--- src/rtl/window_serializer.sv ---
// Parallel-to-serial window replay: takes an N-element window in one handshake and
// streams it oldest-first, one element per cycle, with index and last flag.
module window_serializer #(
    parameter int W = 16,
    parameter int N = 4,
    localparam int IW = (N > 1) ? $clog2(N) : 1
) (
    input  logic           clk,
    input  logic           rst,
    input  logic [W*N-1:0] in_data,
    input  logic           in_valid,
    output logic           in_ready,
    output logic [W-1:0]   out_data,
    output logic           out_valid,
    input  logic           out_ready,
    output logic [IW-1:0]  out_idx,
    output logic           out_last,
    output logic           busy
);

    typedef enum logic {
        IDLE,
        EMIT
    } state_t;

    state_t        state, state_next;
    logic [IW-1:0] idx, idx_next;
    logic          load;
    logic [W-1:0]  win [N];

    logic accept, xfer;

    assign busy      = (state == EMIT);
    assign out_valid = busy;
    assign out_idx   = idx;
    assign out_last  = busy && (idx == IW'(N - 1));
    assign out_data  = busy ? win[idx] : '0;
    assign in_ready  = !rst && ((state == IDLE) || (busy && out_ready && out_last));
    assign accept    = in_valid && in_ready;
    assign xfer      = out_valid && out_ready;

    // NOTE: state registers use non-blocking assignments so every flop samples pre-edge values.
    always_ff @(posedge clk or posedge rst) begin
        if (rst) begin
            state <= IDLE;
            idx   <= '0;
        end else begin
            state <= state_next;
            idx   <= idx_next;
        end
    end

    // NOTE: the window storage is reset on purpose so out_data reads zero after reset.
    always_ff @(posedge clk or posedge rst) begin
        if (rst) begin
            for (int i = 0; i < N; i++) win[i] <= '0;
        end else if (load) begin
            for (int i = 0; i < N; i++) win[i] <= in_data[i*W +: W];
        end
    end

    // NOTE: every output of this block gets a default first, so no latches are inferred.
    always_comb begin
        state_next = state;
        idx_next   = idx;
        load       = 1'b0;
        unique case (state)
            IDLE: begin
                if (accept) begin
                    state_next = EMIT;
                    idx_next   = '0;
                    load       = 1'b1;
                end
            end
            EMIT: begin
                if (xfer) begin
                    if (!out_last) begin
                        idx_next = idx + IW'(1);
                    end else if (accept) begin
                        // Seamless hand-over to the next window: no bubble.
                        idx_next = '0;
                        load     = 1'b1;
                    end else begin
                        state_next = IDLE;
                        idx_next   = '0;
                    end
                end
            end
            default: begin
                state_next = IDLE;
                idx_next   = '0;
            end
        endcase
    end

endmodule

--- config.mk ---
export PLATFORM = sky130hd
export DESIGN_NAME = window_serializer
export DESIGN_NICKNAME = d
export VERILOG_FILES = /design/src/rtl/window_serializer.sv
export SDC_FILE = /design/constraint.sdc
export NUM_CORES = 1
export LEC_CHECK = 0
export ABC_AREA = 1
export CAP_MARGIN = 10
export CELL_PAD_IN_SITES_DETAIL_PLACEMENT = 0
export CELL_PAD_IN_SITES_GLOBAL_PLACEMENT = 1
export CORE_MARGIN = 10
export CORE_UTILIZATION = 51
export CTS_BUF_LIST = sky130_fd_sc_hd__clkbuf_4
export CTS_CLUSTER_DIAMETER = 120
export DETAILED_ROUTE_END_ITERATION = 10
export DONT_BUFFER_PORTS = 1
export GPL_TIMING_DRIVEN = 1
export PLACE_DENSITY_LB_ADDON = 0.1
export SETUP_SLACK_MARGIN = 0.2
export SYNTH_ARGS = -nofsm -noshare
export SYNTH_HDL_FRONTEND = slang
export SYNTH_SLANG_ARGS = --single-unit
--- constraint.sdc ---
create_clock -name clk -period 3.6 [get_ports clk]
set_input_delay 0.72 -clock clk [delete_from_list [all_inputs] [get_ports clk]]
set_output_delay 0.72 -clock clk [all_outputs]
set_load 0.05 [all_outputs]
# After elaboration in Yosys (flattened, before gate mapping)
# Cells that the tools add are included.
word_totals:
  latch_bits: 0
  memories: 0
  word_cells: 36
  regBits: 67
  mem_bits_ro: 0
  ram_bits: 0
  out_inout_bits: 22
  inputBits: 68
op_classes:
  bitwise: 2
  multipliers: 0
  muxes: 15
  add_sub_neg: 1
  n_shift: 0
  div: 0
  magnitude_cmp: 1
  reduce_logical: 8
  n_eq_ne: 3
ops:
  columns: ["op", "count"]
  rows:
  - ["$mux 16", 3]
  - ["$bmux 16 s2", 1]
  - ["$mux 2", 3]
  - ["$logic_and 1x1->1", 5]
  - ["$mux 1", 5]
  - ["$pmux 1 s2", 2]
  - ["$pmux 2 s2", 1]
  - ["$ge 3x3->1 const B", 1]
  - ["$not 2->3", 1]
  - ["$add 2x1->2 const B", 1]
  - ["$eq 2x2->1 const B", 1]
  - ["$ne 2x1->1 const B", 1]
  - ["$ne 2x2->1 const B", 1]
  - ["$reduce_and 2->1", 1]
  - ["$logic_not 1->1", 1]
  - ["$logic_or 1x1->1", 1]
  - ["$not 1->1", 1]

# Longest topological paths before layout
logic_depth:
  word_depth: 10
  depth_mapped: 8
  depth_no_buf: 6

# Worst setup path before layout
# No wires, ideal clock.
synth_timing:
  kind: "register -> output"
  start: "register state, in the netlist busy"
  end: "output port out_data[0]"
  n_path_buf: 1
  path_stages_with_launch: 4
  required_time_ns: 2.880
  t_arrival_ns: 2.013
  setup_slack_ns: 0.867
  path_cell_list: "dfrtp_1 > clkinv_1 > buf_2 > a21oi_1"
synth_between:
  elab_chain_cells: 1
synth_rtl:
  columns: ["element", "line_no", "rtl"]
  rows:
  - ["start, declared", "26", "state_t state, state_next;"]
  - ["start signal, assigned", "48", "state <= state_next;"]
  - ["$mux 16", "37", "assign out_data = busy ? win[idx] : '0;"]
  - ["end, declared", "13", "output logic [W-1:0] out_data,"]
# No other way between the ends.

# Worst setup path in the final report
layout_timing:
  start: "register state, in the netlist busy"
  end: "output port out_data[4]"
# The elaborated chain is that of the path after synthesis.

==> impl_metrics.json <==
{
  "fin_tns_setup_ns": 0,
  "finalMaxSlewViolations": 0,
  "power.density_nw_per_um2": 1070,
  "grt_antenna_before_repair": 0,
  "hpwl_um": 6730,
  "grt_util_met2_pct": 27.5,
  "drc": 0,
  "cp-end-kind": "output pin",
  "worstMarginPinSlew_ns": 1.04,
  "synthAdderAreaFrac_pct": 0.342,
  "final_area_um2": 3850,
  "synth_top_family_by_area": "simple AND/OR/NAND/NOR gates",
  "start_util_pct": 53.2,
  "crit_path_start": "busy$_DFF_PP0_",
  "drive_above_1_share_pct": 10.5,
  "insertion_delay_ns": 0.40,
  "ys_types": 18,
  "fp.dieH_um": 105,
  "gp_congestion": 0.785,
  "r2r_setup_slack_ns": 1.14,
  "max_slew_margin_pct": 30.6,
  "synthesis.area_um2": 3650,
  "io_pins": 90,
  "wl_um": 9930,
  "crit_fanout": 17,
  "dpl_cell_area_um2": 3720,
  "clock_sinks": 67,
  "yosys_warnings": 0,
  "finalHoldViolations": 0,
  "endpoint": "out_data[4]",
  "worstSetupPathType": "flip-flop to output pin",
  "drtIter0Drc": 166,
  "use_met1_pct": 25.2,
  "overflow": 0,
  "status": "finished, final reports clean",
  "p_leak_nw": 2.12,
  "final_cell_mix": "nand2_1, inv_1, dfrtp_1",
  "first_global_vias": 3171,
  "busiest_layer": "met2",
  "multi_input_area_um2": 1470,
  "final_common_cell": "nand2_1",
  "core-area_um2": 6870,
  "port_buffers": 0,
  "grt_max_degree": 82,
  "holdBufCountCts": 0,
  "synth_top_cell_by_area": "dfrtp_1",
  "synth-simple-area-share_pct": 37.2,
  "cp_data_arrival_time_ns": 2.18,
  "clock_path_buffers": 2,
  "setup_viol": 0,
  "muxShareOfSynthArea_pct": 0,
  "ir_drop_uv": 748,
  "synth-xor-area-share_pct": 0,
  "synth_top_area_share_pct": 45.9,
  "routedWlPerCell_um": 16.8,
  "r2r_start": "out_idx[1]$_DFFE_PP0P_",
  "syn_to_final_growth_pct": 5.27,
  "synth_area_leaders": "dfrtp_1, nand2_1, nand4_1",
  "ys_seq_elements": 67,
  "nFillCells": 717,
  "final_cells": 590,
  "fin_skew_ns": 0.00858,
  "cts.clk_slew.worst_paths_ns": 0.10,
  "htreeDepth": 3,
  "post-route-min-period_ns": 2.90,
  "grt_usage_pct": 18.5,
  "rsz0062_at_grt": "no",
  "avgSynthCellArea_um2": 7.38,
  "rows": 30,
  "cts_resized": 0,
  "fin_crit_sh_pct": 80.6,
  "dr.pass1.iters": 4,
  "ys_seq_area_share_pct": 45.9,
  "synth-compound-area-share_pct": 2.60,
  "cts-root-buf": "clkbuf_4",
  "antenna_left": 0,
  "cts_tree": "yes",
  "startpoint_type": "flip-flop",
  "vias": 3168,
  "post_cts_buffers": 0,
  "crit_required_ns": 2.88,
  "maxCapViolCount": 0,
  "r2r_end": "win[33]$_DFFE_PP0P_",
  "syn_nets": 564,
  "netlist_instances": 495,
  "hold_path_class": "input port to async pin",
  "final_nets": 559,
  "reg2regPathDepth": 7,
  "dp.cells": 575,
  "grt_pass1_wl_um": 16700,
  "use_met3_pct": 4.79,
  "die_w_um": 105,
  "die_area_um2": 10900,
  "antenna_cells": 0,
  "viasPerCell": 5.37,
  "regArea_um2": 1680,
  "fmax_mhz": 344,
  "cts_buffers": 9
}
## flip-flops by register name (all words and copies together) (netlist names)
register / flops
out_idx: 2
win: 64
busy: 1
## routing by layer
layer	vias to the layer above	wire length [um]	share of wire [%]
met5	-	0	0
met4	0	190	1.9
met3	15	543	5.5
met2	83	4550	46
met1	1500	4650	47
li1	1570	-	-
## how the worst min path moves through the flow
stage	startpoint	endpoint	slack (ns)	cells past startpoint
finish	rst	win[20]$_DFFE_PP0P_	0.34	2
global placement	win[55]$_DFFE_PP0P_	win[55]$_DFFE_PP0P_	0.45	2
CTS	rst	win[17]$_DFFE_PP0P_	0.33	2
floorplan	win[0]$_DFFE_PP0P_	win[0]$_DFFE_PP0P_	0.44	2
detailed placement	win[16]$_DFFE_PP0P_	win[16]$_DFFE_PP0P_	0.46	2
global route	rst	win[20]$_DFFE_PP0P_	0.35	2
## critical path, stage by stage, from the launching register on
cell      delay [ns]
dfrtp_1         0.34
buf_4           0.31
clkinv_1        0.52
a21oi_1         0.35
buf_4           0.25
## logic make-up after synthesis
logic type | count (synthesis)
AO/OA/AOI/OAI | 19
adder cells (fa/ha/maj) | 1
buffers and inverters | 110
flip-flops | 67
AND/OR/NAND/NOR | 298
## per-stage QoR
step | total power, mW | util [%] | worst slack [ns] | hold slack [ns]
after floorplan | 3.10 | - | 0.867 | 0.442
after global placement | 3.62 | 54.2 | 1.16 | 0.454
after detailed placement | 3.65 | 54.2 | 1.15 | 0.458
after CTS | 4.14 | 56.0 | 0.687 | 0.327
after global routing | 4.45 | 56.0 | 0.531 | 0.347
final | 4.10 | 56.0 | 0.697 | 0.342
## synthesized netlist by cell type
cell type,instances
nand2_1,186
o21ai_0,2
inv_1,68
buf_1,1
nand4_1,64
dfrtp_1,67
a21oi_1,17
nand3_1,35
ha_1,1
clkbuf_1,4
buf_6,7
buf_4,4
nand2_2,11
clkinv_1,1
buf_2,24
or2_2,1
inv_2,1
nand3_2,1
## power by group
part,total [mW],switching [mW],leakage (nW),internal (mW)
sequential,1.38,0.250,0.832,1.13
combinational,2.24,1.58,1.22,0.656
clock,0.479,0.260,0.0718,0.219
## area by class of cell
class / count / area share [%]
Clock buffer: 11 / 2.15
Tap cell: 96 / 3.12
Clock inverter: 4 / 1.11
Inverter: 70 / 6.90
Sequential cell: 67 / 43.6
Multi-Input combinational cell: 318 / 38.1
Timing Repair Buffer: 24 / 5.01
(Power assumes the default switching activity.)
